$ cat src/rtl/mw_pkg.sv
// Shared types and constants for the microwave cook sequencer.
package mw_pkg;

    localparam int unsigned BCD_W  = 4;
    localparam int unsigned TIME_W = 4 * BCD_W;

    typedef enum logic [2:0] {
        ST_IDLE  = 3'd0,
        ST_ENTRY = 3'd1,
        ST_COOK  = 3'd2,
        ST_PAUSE = 3'd3,
        ST_DONE  = 3'd4
    } mw_state_e;

    localparam logic [BCD_W-1:0] POWER_FULL   = BCD_W'(10);
    localparam logic [BCD_W-1:0] BCD_MAX_ONES = BCD_W'(9);
    localparam logic [BCD_W-1:0] BCD_MAX_TENS = BCD_W'(5);

    typedef struct packed {
        logic [BCD_W-1:0] min_tens;
        logic [BCD_W-1:0] min_ones;
        logic [BCD_W-1:0] sec_tens;
        logic [BCD_W-1:0] sec_ones;
    } bcd_time_t;

endpackage

$ cat src/rtl/mw_bcd_countdown.sv
// mm:ss BCD time register: shift-in digit load, borrow-chained decrement,
// registered zero / one-second-left flags.
module mw_bcd_countdown
    import mw_pkg::*;
(
    input  logic             clk,
    input  logic             rstn,
    input  logic             clr_i,
    input  logic             load_i,
    input  logic [BCD_W-1:0] digit_i,
    input  logic             dec_i,
    output bcd_time_t        time_o,
    output logic             zero_o,
    output logic             last_o
);

    bcd_time_t time_q, time_d;
    logic      zero_q, last_q;
    logic      borrow_so, borrow_st, borrow_mo;

    // Priority: clear > load > decrement.
    always_comb begin
        time_d    = time_q;
        borrow_so = 1'b0;
        borrow_st = 1'b0;
        borrow_mo = 1'b0;
        if (clr_i) begin
            time_d = '0;
        end else if (load_i) begin
            time_d.min_tens = time_q.min_ones;
            time_d.min_ones = time_q.sec_tens;
            time_d.sec_tens = time_q.sec_ones;
            time_d.sec_ones = digit_i;
        end else if (dec_i) begin
            if (time_q.sec_ones == '0) begin
                time_d.sec_ones = BCD_MAX_ONES;
                borrow_so       = 1'b1;
            end else begin
                time_d.sec_ones = time_q.sec_ones - BCD_W'(1);
            end
            if (borrow_so) begin
                if (time_q.sec_tens == '0) begin
                    time_d.sec_tens = BCD_MAX_TENS;
                    borrow_st       = 1'b1;
                end else begin
                    time_d.sec_tens = time_q.sec_tens - BCD_W'(1);
                end
            end
            if (borrow_st) begin
                if (time_q.min_ones == '0) begin
                    time_d.min_ones = BCD_MAX_ONES;
                    borrow_mo       = 1'b1;
                end else begin
                    time_d.min_ones = time_q.min_ones - BCD_W'(1);
                end
            end
            if (borrow_mo) begin
                time_d.min_tens = time_q.min_tens - BCD_W'(1);
            end
        end
    end

    always_ff @(posedge clk or negedge rstn) begin
        if (!rstn) begin
            time_q <= '0;
            zero_q <= 1'b1;
            last_q <= 1'b0;
        end else begin
            time_q <= time_d;
            zero_q <= (time_d == TIME_W'(0));
            last_q <= (time_d == TIME_W'(1));
        end
    end

    assign time_o = time_q;
    assign zero_o = zero_q;
    assign last_o = last_q;

endmodule

$ cat src/rtl/mw_cook_sequencer.sv
// Microwave cook sequencer: keypad entry, IDLE/ENTRY/COOK/PAUSE/DONE control,
// one-second tick, power-level duty cycle on the magnetron and end beep.
module mw_cook_sequencer
    import mw_pkg::*;
#(
    parameter int unsigned TICK_DIV  = 100,
    parameter int unsigned BEEP_SECS = 3
) (
    input  logic             clk,
    input  logic             rstn,
    input  logic             startn,
    input  logic             stopn,
    input  logic             clearn,
    input  logic             door_closed,
    input  logic             key_strobe,
    input  logic             power_strobe,
    input  logic [BCD_W-1:0] key_digit,
    output logic             mag_on,
    output logic             beep,
    output logic [2:0]       state,
    output logic [BCD_W-1:0] sec_ones,
    output logic [BCD_W-1:0] sec_tens,
    output logic [BCD_W-1:0] min_ones,
    output logic [BCD_W-1:0] min_tens
);

    localparam int unsigned DIV_W  = (TICK_DIV > 1) ? $clog2(TICK_DIV) : 1;
    localparam int unsigned BEEP_W = (BEEP_SECS > 1) ? $clog2(BEEP_SECS) : 1;

    mw_state_e         state_q, state_d;
    logic [DIV_W-1:0]  div_q, div_d;
    logic [BCD_W-1:0]  phase_q, phase_d;
    logic [BCD_W-1:0]  power_q, power_d;
    logic [BEEP_W-1:0] beep_cnt_q, beep_cnt_d;
    logic              start_prev_q, stop_prev_q;
    logic              mag_on_q, mag_on_d;
    logic              beep_q, beep_d;

    logic              start_ev, stop_ev, tick, digit_ok;
    logic              cd_clr, cd_load, cd_dec, time_zero, time_last;
    logic [BCD_W-1:0]  phase_inc;
    bcd_time_t         cook_time;

    assign start_ev  = start_prev_q & ~startn;
    assign stop_ev   = stop_prev_q & ~stopn;
    assign tick      = (div_q == DIV_W'(TICK_DIV - 1));
    assign digit_ok  = (key_digit <= BCD_MAX_ONES);
    assign phase_inc = (phase_q == BCD_MAX_ONES) ? '0 : phase_q + BCD_W'(1);

    mw_bcd_countdown u_countdown (
        .clk     (clk),
        .rstn    (rstn),
        .clr_i   (cd_clr),
        .load_i  (cd_load),
        .digit_i (key_digit),
        .dec_i   (cd_dec),
        .time_o  (cook_time),
        .zero_o  (time_zero),
        .last_o  (time_last)
    );

    // Next-state logic; within a state, branch order encodes event priority.
    always_comb begin
        state_d    = state_q;
        div_d      = div_q;
        phase_d    = phase_q;
        power_d    = power_q;
        beep_cnt_d = beep_cnt_q;
        cd_clr     = 1'b0;
        cd_load    = 1'b0;
        cd_dec     = 1'b0;
        if (!clearn) begin
            state_d    = ST_IDLE;
            cd_clr     = 1'b1;
            power_d    = POWER_FULL;
            div_d      = '0;
            phase_d    = '0;
            beep_cnt_d = '0;
        end else begin
            unique case (state_q)
                ST_IDLE, ST_ENTRY: begin
                    if (start_ev && state_q == ST_ENTRY && door_closed && !time_zero) begin
                        state_d = ST_COOK;
                        div_d   = '0;
                        phase_d = '0;
                    end else begin
                        if (key_strobe && digit_ok) begin
                            cd_load = 1'b1;
                            state_d = ST_ENTRY;
                        end
                        if (power_strobe && digit_ok) begin
                            power_d = (key_digit == '0) ? POWER_FULL : key_digit;
                        end
                    end
                end
                ST_COOK: begin
                    // A tick landing on a pause is dropped; divider and phase hold.
                    if (!door_closed || stop_ev) begin
                        state_d = ST_PAUSE;
                    end else if (tick) begin
                        cd_dec  = 1'b1;
                        div_d   = '0;
                        phase_d = phase_inc;
                        if (time_last) begin
                            state_d    = ST_DONE;
                            beep_cnt_d = '0;
                        end
                    end else begin
                        div_d = div_q + DIV_W'(1);
                    end
                end
                ST_PAUSE: begin
                    if (stop_ev) begin
                        state_d = ST_IDLE;
                        cd_clr  = 1'b1;
                    end else if (start_ev && door_closed && !time_zero) begin
                        state_d = ST_COOK;
                        div_d   = '0;
                        phase_d = '0;
                    end
                end
                ST_DONE: begin
                    if (key_strobe || start_ev) begin
                        state_d = ST_IDLE;
                    end else if (tick) begin
                        div_d = '0;
                        if (beep_cnt_q == BEEP_W'(BEEP_SECS - 1)) begin
                            state_d = ST_IDLE;
                        end else begin
                            beep_cnt_d = beep_cnt_q + BEEP_W'(1);
                        end
                    end else begin
                        div_d = div_q + DIV_W'(1);
                    end
                end
                default: state_d = ST_IDLE;
            endcase
        end
        mag_on_d = (state_d == ST_COOK) && (phase_d < power_d);
        beep_d   = (state_d == ST_DONE);
    end

    always_ff @(posedge clk or negedge rstn) begin
        if (!rstn) begin
            state_q      <= ST_IDLE;
            div_q        <= '0;
            phase_q      <= '0;
            power_q      <= POWER_FULL;
            beep_cnt_q   <= '0;
            start_prev_q <= 1'b1;
            stop_prev_q  <= 1'b1;
            mag_on_q     <= 1'b0;
            beep_q       <= 1'b0;
        end else begin
            state_q      <= state_d;
            div_q        <= div_d;
            phase_q      <= phase_d;
            power_q      <= power_d;
            beep_cnt_q   <= beep_cnt_d;
            start_prev_q <= startn;
            stop_prev_q  <= stopn;
            mag_on_q     <= mag_on_d;
            beep_q       <= beep_d;
        end
    end

    assign mag_on   = mag_on_q;
    assign beep     = beep_q;
    assign state    = state_q;
    assign sec_ones = cook_time.sec_ones;
    assign sec_tens = cook_time.sec_tens;
    assign min_ones = cook_time.min_ones;
    assign min_tens = cook_time.min_tens;

endmodule

$ cat config.mk
export PLATFORM = sky130hd
export DESIGN_NAME = mw_cook_sequencer
export DESIGN_NICKNAME = d
export VERILOG_FILES = /design/src/rtl/mw_pkg.sv /design/src/rtl/mw_bcd_countdown.sv /design/src/rtl/mw_cook_sequencer.sv
export SDC_FILE = /design/constraint.sdc
export NUM_CORES = 1
export LEC_CHECK = 0
export CELL_PAD_IN_SITES_DETAIL_PLACEMENT = 0
export CELL_PAD_IN_SITES_GLOBAL_PLACEMENT = 1
export CORE_MARGIN = 2
export CORE_UTILIZATION = 39
export DETAILED_ROUTE_END_ITERATION = 8
export GPL_ROUTABILITY_DRIVEN = 0
export PLACE_DENSITY_LB_ADDON = 0.1
export SETUP_SLACK_MARGIN = 0.5
export SLEW_MARGIN = 20
export SYNTH_ARGS = -nofsm -noshare
export SYNTH_HDL_FRONTEND = slang
export SYNTH_SLANG_ARGS = --single-unit
$ cat constraint.sdc
create_clock -name clk -period 2.8 [get_ports clk]
set_clock_uncertainty 0.15 [all_clocks]
set_input_delay 0.28 -clock clk [delete_from_list [all_inputs] [get_ports clk]]
set_output_delay 0.28 -clock clk [all_outputs]
set_load 0.01 [all_outputs]
-- Word level (Yosys, flattened, before mapping)
Cells that the tools add are included.
- add/sub/neg operators: 7
- multiply operators: 0
- divide/modulo/power cells: 0
- order comparisons: 2
- equality and inequality tests: 21
- shift operators: 0
- muxes and demuxes: 75
- bitwise logic cells: 4
- reduce and logical (&&, ||, !) cells: 21
- operators by type and width (cell ; count):
    $mux 4 ; 18
    $mux 7 ; 7
    $mux 16 ; 3
    $mux 3 ; 11
    $pmux 7 s4 ; 1
    $mux 1 ; 25
    $ne 3x3->1 const B ; 8
    $eq 16x1->1 const B ; 1
    $logic_not 16->1 ; 1
    $logic_not 4->1 ; 4
    $sub 4x1->4 const B ; 4
    $mux 2 ; 7
    $pmux 3 s4 ; 1
    $pmux 4 s3 ; 1
    $eq 3x2->1 const B ; 3
    $logic_and 1x1->1 ; 8
    $add 7x1->7 const B ; 1
    $eq 7x7->1 const B ; 1
    $reduce_and 7->1 ; 1
    $eq 3x3->1 const B ; 2
    $reduce_and 6->1 ; 1
    $ne 5x1->1 const B ; 1
    $add 4x1->4 const B ; 1
    $eq 4x4->1 const B ; 1
    14 further kinds ; 18
- register bits: 42
- latch bits: 0
- RAM bits: 0
- bits in read-only memories: 0
- output and inout port bits: 21
- logic and storage cells: 145
- memories kept: 0

-- Logic depth before layout (Yosys ltp)
Gate-level depths: netlist of the first run.
- word-level depth: 23
- mapped depth: 11
- gate-level depth less buffers: 11

-- Modules after synthesis
Synthesis of the first run repeated with hierarchy kept, for this count alone.
- cells, all modules: 324
- area, all modules: 2876.5 µm²
- by module, submodules not included (module ; times used ; cells each ; area each (µm²) ; sequential area each (µm²)):
    mw_cook_sequencer ; 1 ; 175 ; 1597.8 ; 605.6
    mw_bcd_countdown ; 1 ; 149 ; 1278.7 ; 451.7

-- Worst setup path after synthesis of the first run
Ideal clock, no wire load.
- path type: reg2reg
- start point: register div_q[0]
- end point: register mag_on_q (netlist: mag_on)
- library setup time: 0.067 ns
- arrival: 2.765 ns
- path slack: -0.181 ns
- cell stages (with the launch flop): 11
- period minus slack after synthesis: 2.981 ns
- cells stage by stage: dfrtp_1 -> ha_1 -> nor2b_1 -> and4_1 -> clkbuf_1 -> nand2_1 -> or3_1 -> a21oi_1 -> ha_1 -> a2111oi_0 -> o311a_1
- longest elaborated chain between the ends: 7
- ends and longest elaborated chain (element ; line ; text):
    from (decl) ; mw_cook_sequencer.sv:31 ; logic [DIV_W-1:0] div_q, div_d;
    from (signal assigned) ; mw_cook_sequencer.sv:156 ; div_q <= div_d;
    $eq 7x7->1 ; mw_cook_sequencer.sv:46 ; assign tick = (div_q == DIV_W'(TICK_DIV - 1));
    $mux 4 ; mw_cook_sequencer.sv:100 ; end else if (tick) begin
    $mux 4 ; mw_cook_sequencer.sv:98 ; if (!door_closed || stop_ev) begin
    $pmux 4 s3 ; mw_cook_sequencer.sv:80 ; unique case (state_q)
    $mux 4 ; mw_cook_sequencer.sv:72 ; if (!clearn) begin
    net phase_d[3] ; mw_cook_sequencer.sv:32 ; logic [BCD_W-1:0] phase_q, phase_d;
    $lt 4x4->1 ; mw_cook_sequencer.sv:139 ; mag_on_d = (state_d == ST_COOK) && (phase_d < power_d);
    $logic_and 1x1->1 ; mw_cook_sequencer.sv:139 ;
    net mag_on_d ; mw_cook_sequencer.sv:36 ; logic mag_on_q, mag_on_d;
    to (signal assigned) ; mw_cook_sequencer.sv:162 ; mag_on_q <= mag_on_d;
    to (decl) ; mw_cook_sequencer.sv:36 ;
The timed path passes the listed nets, and every way through them passes these cells.
A chain may end at the register's enable or synchronous reset.

-- Final worst setup path of the first run
- start point: register state_q[1] (netlist: state[1])
- end point: register mag_on_q (netlist: mag_on)
- longest elaborated chain between the ends: 9
- ends and longest elaborated chain (element ; line ; text):
    from (decl) ; mw_cook_sequencer.sv:30 ; mw_state_e state_q, state_d;
    from (signal assigned) ; mw_cook_sequencer.sv:155 ; state_q <= state_d;
    $eq 3x1->1 ; mw_cook_sequencer.sv:80, mw_cook_sequencer.sv:82 ;
    $logic_and 1x1->1 (3 in a row) ; mw_cook_sequencer.sv:82 ; if (start_ev && state_q == ST_ENTRY && door_closed && !time_zero) begin
    $mux 4 ; mw_cook_sequencer.sv:82 ;
    $pmux 4 s3 * ; mw_cook_sequencer.sv:80 ;
    $mux 4 * ; mw_cook_sequencer.sv:72 ;
    net phase_d[1] ; mw_cook_sequencer.sv:32 ;
    $lt 4x4->1 * ; mw_cook_sequencer.sv:139 ;
    $logic_and 1x1->1 * ; mw_cook_sequencer.sv:139 ;
    net mag_on_d ; mw_cook_sequencer.sv:36 ;
The timed path passes the listed nets; every way through them passes the cells marked *.

==> flow_metrics.env, run 1 <==
export IMPL_grt_start_max_net_pins=42
export IMPL_synth_seq_cells=42
export IMPL_grt_use_total_pct=23.4
export IMPL_slew_headroom_pct=35.9
export IMPL_critPathRequiredTime_ps=2830
export IMPL_wl_met3_um=391
export IMPL_wl_met1_um=4350
export IMPL_maxCapViolations=0
export IMPL_violations="negative hold slack"
export IMPL_nets=465
export IMPL_r2r_setup_slack_ps=210
export IMPL_muxShareOfSynthArea_pct=1.48
export IMPL_drt_initial_drc_count=166
export IMPL_synth_adder_area_share_pct=4.34
export IMPL_critPathCapture="mag_on"
export IMPL_diodes=0
export IMPL_grt_pass1_vias=3028
export IMPL_async_flop_share_pct=100
export IMPL_drt_wl_total_um=9040
export IMPL_highest_layer="met4"
export IMPL_yosys_area_top_type_share_pct=32.1
export IMPL_synth_edf_count=0
export IMPL_drt_pass1_iter_count=5
export IMPL_dpl_hpwl_um=6740
export IMPL_rr_worst_depth=11
export IMPL_setup_viol=0
export IMPL_ys_top_cells_by_area="dfrtp_1 32%, dfstp_2 4.6%, ha_1 4.3%"
export IMPL_synth_top_family_by_area="simple AND/OR/NAND/NOR gates"
export IMPL_hold_ws_ps=-17.3
export IMPL_synthesis_nets=361
export IMPL_hold_path_class="in -> async"
export IMPL_timing_rr_end="mag_on"
export IMPL_critical_path_max_fanout=7
export IMPL_cts_tree="yes"
export IMPL_die_w_um=90.0
export IMPL_ant_nets=0
export IMPL_slew_violations=0
export IMPL_synth_cells=339
export IMPL_crit_chain="buf_4 -> nor2b_1 -> buf_4 -> nand2_1 -> o21a_1 -> buf_4 -> o32a_1 -> nor2_1 -> ha_1 -> nor4_1 -> o311a_1"
export IMPL_p_leak_uw=0.00180
export IMPL_vias=3035
export IMPL_cts_buffers=5
export IMPL_netlist_top_cells_count="37 x dfrtp_1, 26 x nor2_1, 23 x nand2_1, 23 x o21ai_0, 21 x inv_1"
export IMPL_hold_violations=37
export IMPL_max_freq_mhz=385
export IMPL_seq_area_frac_synth_pct=36.7
export IMPL_yosys_area_top_type="dfrtp_1"
export IMPL_cts_hold_buf=0
export IMPL_synth_area_um2=2880
export IMPL_via_per_inst=5.59
export IMPL_wl_met2_um=4060
export IMPL_cp_end_kind="flop"
export IMPL_root_buffer="clkbuf_8"
export IMPL_period_share_pct=92.7
export IMPL_rsz0062_at_grt="yes"
export IMPL_start_util_pct=40.0
export IMPL_worstSetupStartpointType="flop"
export IMPL_crit_path_top_delay_cell="dfrtp_2"
export IMPL_synth_distinct_cells=61
export IMPL_fp_dieH_um=90.0
export IMPL_grt_ovfl_total=0
export IMPL_portBuffers=32
export IMPL_synth_xor_area_share_pct=1.52
export IMPL_post_place_ws_ps=-127
export IMPL_boundaryPins=33
export IMPL_tightest_slew_ps=961
export IMPL_drive_gt1_share_pct=32.4
export IMPL_synth_ff_type="dfrtp_1"
export IMPL_route_detailed_drc=0
export IMPL_dieArea_um2=8100
export IMPL_yosys_cell_count_top_type="dfrtp_1"
export IMPL_synth_simple_gate_area_share_pct=29.5
export IMPL_cp_slowest_stage_delay_ps=460
export IMPL_avgRoutedWirePerCell_um=16.7
export IMPL_rows=31
export IMPL_synth_compound_area_share_pct=21.2
export IMPL_crit_path_frequent_cell="buf_4"
export IMPL_reg2reg_from="state[1]"
export IMPL_avgSynthCellArea_um2=8.51
export IMPL_status="finished, violations left"
export IMPL_peakVddDrop_mv=0.212
export IMPL_cts_num_sinks=42
export IMPL_critical_path_arrival_ps=2620
export IMPL_power_density_nw_per_um2=370
export IMPL_grt_pass1_wl_um=15500
export IMPL_syn2layout_area_growth_pct=46.2
export IMPL_min_period_ps=2590
export IMPL_worstSetupPathType="reg -> reg"
export IMPL_antenna_found_initial=0
export IMPL_clk_pin_slew_worst_paths_ps=90
export IMPL_core_area_um2=7210
export IMPL_insertion_delay_ps=300
export IMPL_cts_buffer_depth=2
export IMPL_fin_ws_ps=206
export IMPL_htree_levels=2
export IMPL_crit_start="state[1]"
export IMPL_yosysWarnings=0
## state kept, by name, indices dropped and copies added, names as in the netlist, 2 cells and up
name	flops
state	3
beep_cnt_q	2
div_q	7
phase_q	4
u_countdown.time_o	16
power_q	4
## per-stage QoR
stage,area (um^2),utilization [%],total power (uW),cells,TNS (ps)
2_1_floorplan,2960,-,858,339,0
3_3_place_gp,3820,53.0,1050,521,-105
3_5_place_dp,3820,53.0,1050,521,-133
4_1_cts,4090,56.7,1560,540,0
5_1_grt,4220,58.5,1640,543,0
6_report,4220,58.5,1560,543,0
## area by class of cell
cell class / instances / area [um^2]
Multi-Input combinational cell: 260 / 1880
Inverter: 22 / 83.8
Timing Repair Buffer: 112 / 957
Sequential cell: 42 / 1060
Clock buffer: 6 / 72.6
Tap cell: 99 / 124
Fill cell: 682 / 3000
Clock inverter: 2 / 37.5
## worst min path at each step
stage              from                    end  slack (ps)  cells past startpoint
2_1_floorplan      rstn                   beep        -170                      0
3_3_place_gp   div_q[1]               div_q[1]         330                      2
3_5_place_dp       rstn                   beep         340                      1
4_1_cts            rstn  u_countdown.time_o[5]          20                      1
5_1_grt            rstn             power_q[0]          70                      1
6_report           rstn               div_q[6]         -20                      1
## cells in the final DEF (no fill, tap or decap), types with 3 or more instances in the layout
cell type / n
nand2b_1: 4
and2_1: 6
and3_1: 4
dfrtp_2: 3
clkbuf_8: 5
nand3_1: 14
a21oi_2: 4
clkdlybuf4s50_1: 31
buf_12: 3
nand2_1: 22
o21a_1: 6
o211ai_1: 4
nor2_1: 26
inv_1: 20
xnor2_1: 4
o31ai_1: 9
dfrtp_1: 34
nand4_1: 7
nor4_1: 5
or3_1: 3
nor2b_1: 7
nor3_1: 14
ha_1: 6
buf_4: 76
a21oi_1: 13
dfstp_2: 5
nor3b_1: 3
o21ai_1: 5
a31oi_1: 8
o21ai_0: 18
or4_1: 4
## power by group
part | internal (uW) | switching (uW) | total, uW
clock | 266 | 227 | 494
sequential | 636 | 24.4 | 661
combinational | 197 | 211 | 408
total | 1100 | 463 | 1560
## layer usage
metal  vias up  GRT usage, %
li1       1481             -
met1      1450          34.1
met2        83          35.9
met3        21          2.43
met4         0          8.97
met5         -             0
## critical path: cells and delay by family, from the launching register on
family | cells | cell delay (ps)
AND/OR/NAND/NOR | 4 | 480
adder cells (fa/ha/maj) | 1 | 200
AO/OA/AOI/OAI | 3 | 730
buffers and inverters | 3 | 460
flip-flops | 1 | 460
## kinds of logic after synthesis
kind of cell	count (synthesis)
fa+ha+maj	10
simple gates	148
mux	4
buf+inv	37
flops	42
xor+xnor	5
compound gates	93
## repair_timing
action / CTS / global route
gates resized for setup: 18 / 25
endpoints found under the setup margin: 9 / 15
buffers inserted: 11 / 3
pin swaps: 14 / 12
Power figures use the tool's default switching activity.
==> run 2, diff against run 1 <==
--- a/config.mk
+++ b/config.mk
@@ -11,7 +11,7 @@
 export CORE_UTILIZATION = 39
 export DETAILED_ROUTE_END_ITERATION = 8
 export GPL_ROUTABILITY_DRIVEN = 0
-export PLACE_DENSITY_LB_ADDON = 0.1
+export PLACE_DENSITY = 0.86
 export SETUP_SLACK_MARGIN = 0.5
 export SLEW_MARGIN = 20
 export SYNTH_ARGS = -nofsm -noshare
==> run 2 against run 1 <==
  * The run now ends clean
  * Sequential power about the same
  * Clock power shrank 15%
  * Power fell by 4.5%
  * Die area is the same
  * Highest routed layer unchanged
  * Register-to-register slack better by 30 ps
  * Critical path type unchanged
==> flow_metrics.env, run 2 (synthesis gave the netlist of run 1 again) <==
export IMPL_status="finished clean"
export IMPL_diodes=0
export IMPL_crit_start="div_q[4]"
export IMPL_vias=3164
export IMPL_fp_dieH_um=90.0
export IMPL_dieArea_um2=8100
export IMPL_maxCapViolations=0
export IMPL_critPathRequiredTime_ps=2890
export IMPL_largest_register_ffs=16
export IMPL_core_area_um2=7210
export IMPL_critical_path_max_fanout=3
export IMPL_hold_path_class="in -> reg"
export IMPL_setup_viol=0
export IMPL_crit_chain="and4bb_4 -> and4_4 -> nand2_4 -> or3_4 -> a21oi_4 -> ha_4 -> a2111oi_4 -> o311a_1"
export IMPL_cp_end_kind="flop"
export IMPL_portBuffers=32
export IMPL_cts_buffer_depth=2
export IMPL_hold_violations=0
export IMPL_worstSetupStartpointType="flop"
export IMPL_clk_pin_slew_worst_paths_ps=80
export IMPL_avgRoutedWirePerCell_um=17.8
export IMPL_critical_path_arrival_ps=2660
export IMPL_drt_wl_total_um=9500
export IMPL_placed_cell_area_um2=3710
export IMPL_drt_initial_drc_count=243
export IMPL_seqCellArea_um2=1060
export IMPL_start_util_pct=40.0
export IMPL_max_freq_mhz=389
export IMPL_syn2layout_area_growth_pct=44.0
export IMPL_root_buffer="clkbuf_8"
export IMPL_fin_cells=535
export IMPL_rr_worst_depth=8
export IMPL_critPathCapture="mag_on"
export IMPL_final_common_cell="buf_4"
export IMPL_final_cell_mix="71 x buf_4, 33 x dfrtp_1, 30 x clkdlybuf4s50_1, 25 x nor2_1, 22 x nand2_1"
export IMPL_finalInstanceArea_um2=4150
export IMPL_r2r_setup_slack_ps=230
export IMPL_timing_rr_end="mag_on"
export IMPL_slew_violations=0
export IMPL_rsz0062_at_grt="yes"
export IMPL_grt_pass1_wl_um=15100
export IMPL_cts_tree="yes"
export IMPL_htree_levels=2
export IMPL_period_share_pct=91.7
export IMPL_ant_nets=0
export IMPL_worstSetupPathType="reg -> reg"
export IMPL_multi_input_area_um2=1930
export IMPL_dpl_hpwl_um=6740
export IMPL_insertion_delay_ps=300
export IMPL_cp_slowest_stage_delay_ps=410
export IMPL_place_inst=509
export IMPL_hold_ws_ps=338
export IMPL_tightest_slew_ps=556
export IMPL_reg2reg_from="div_q[4]"
export IMPL_peakVddDrop_mv=0.238
export IMPL_power_density_nw_per_um2=359
export IMPL_slew_headroom_pct=62.5
export IMPL_p_leak_uw=0.00175
export IMPL_cts_num_sinks=42
export IMPL_nets=457
export IMPL_min_period_ps=2570
export IMPL_drive_gt1_share_pct=31.7
export IMPL_die_w_um=90.0
export IMPL_via_per_inst=5.91
export IMPL_grt_ovfl_total=0
export IMPL_boundaryPins=33
export IMPL_fill_cells=647
export IMPL_cp_buffers_inverters=0
export IMPL_cpLargestDelayFamily="simple AND/OR/NAND/NOR gates"
export IMPL_cts_buffers=5
export IMPL_route_detailed_drc=0
export IMPL_cp_depth=8
export IMPL_grt_pass1_vias=2979
export IMPL_crit_path_top_delay_cell="dfrtp_1"
export IMPL_rows=31
export IMPL_grt_use_total_pct=23.0
export IMPL_drt_pass1_iter_count=5
export IMPL_grt_start_max_net_pins=43
export IMPL_antenna_found_initial=0
-- run 2: changes by cell type in the layout (fill, tap and decap cells not counted), sizes merged --
cell,delta
clkbuf,+1
clkdlybuf4s50,-1
buf,-9
dlygate4sd3,+1
bufinv,-1
clkinv,+1
clkinvlp,-1
dlymetal6s2s,+1
-- run 2: timing repair --
item,4_1_cts,5_1_grt
setup buffers,7,10
gates cloned,0,0
setup endpoints to repair,5,16
gates resized for setup,16,35
pin swaps,5,13
hold buffers,0,1
endpoints found under the hold margin,0,37
-- run 2: report_power, final --
| part | total, uW | internal [uW] | switching, uW |
|---|---|---|---|
| sequential | 663 | 637 | 26.4 |
| clock | 422 | 199 | 223 |
| combinational | 407 | 187 | 220 |
| total | 1490 | 1020 | 469 |
-- run 2: worst reg2reg max path: stages (launching register included) --
cell and delay (ps):
dfrtp_1 410, and4bb_4 360, and4_4 260, nand2_4 50, or3_4 340, a21oi_4 180
ha_4 230, a2111oi_4 330, o311a_1 210
-- run 2: layout make-up --
cell class,count,share of cell area (%)
clock buffer,7,2.08
sequential,42,25.6
multi-input combinational,260,46.4
tap,99,2.98
clock inverter,1,0.120
timing repair buffer,104,20.9
inverter,22,1.99
-- run 2: routing by layer --
metal  up-vias  global-route usage, %  share of wire, %
met5         -                      0                 0
met4         0                   6.03               2.0
met3        22                   3.86               7.2
met2       144                   37.4                49
met1      1544                   32.0                42
li1       1454                      -                 -
-- run 2: worst min-delay path by stage --
stage	start	endpoint	slack, ps	cells after the start
final	clearn	beep_cnt_q[0]	340	4
after global routing	clearn	phase_q[0]	370	3
after CTS	rstn	state[2]	40	1
after detailed placement	rstn	beep_cnt_q[1]	360	1
after global placement	div_q[1]	div_q[1]	340	2
after floorplan	rstn	beep	-170	0
-- run 2: metrics by stage --
| step | util (%) | worst slack [ps] | TNS [ps] | total power [uW] |
|---|---|---|---|---|
| final | 57.6 | 232 | 0 | 1490 |
| after global routing | 57.6 | 110 | 0 | 1560 |
| after CTS | 54.2 | 213 | 0 | 1470 |
| after detailed placement | 51.4 | -198 | -277 | 1030 |
| after global placement | 51.4 | -96.7 | -96.7 | 1030 |
| after floorplan | - | 271 | 0 | 858 |
==> run 3, diff against run 2 <==
--- a/config.mk
+++ b/config.mk
@@ -5,6 +5,7 @@
 export SDC_FILE = /design/constraint.sdc
 export NUM_CORES = 1
 export LEC_CHECK = 0
+export CAP_MARGIN = 20
 export CELL_PAD_IN_SITES_DETAIL_PLACEMENT = 0
 export CELL_PAD_IN_SITES_GLOBAL_PLACEMENT = 1
 export CORE_MARGIN = 2
==> results of run 3 <==
No change in the layout: final DEF, timing and power equal those of run 2.
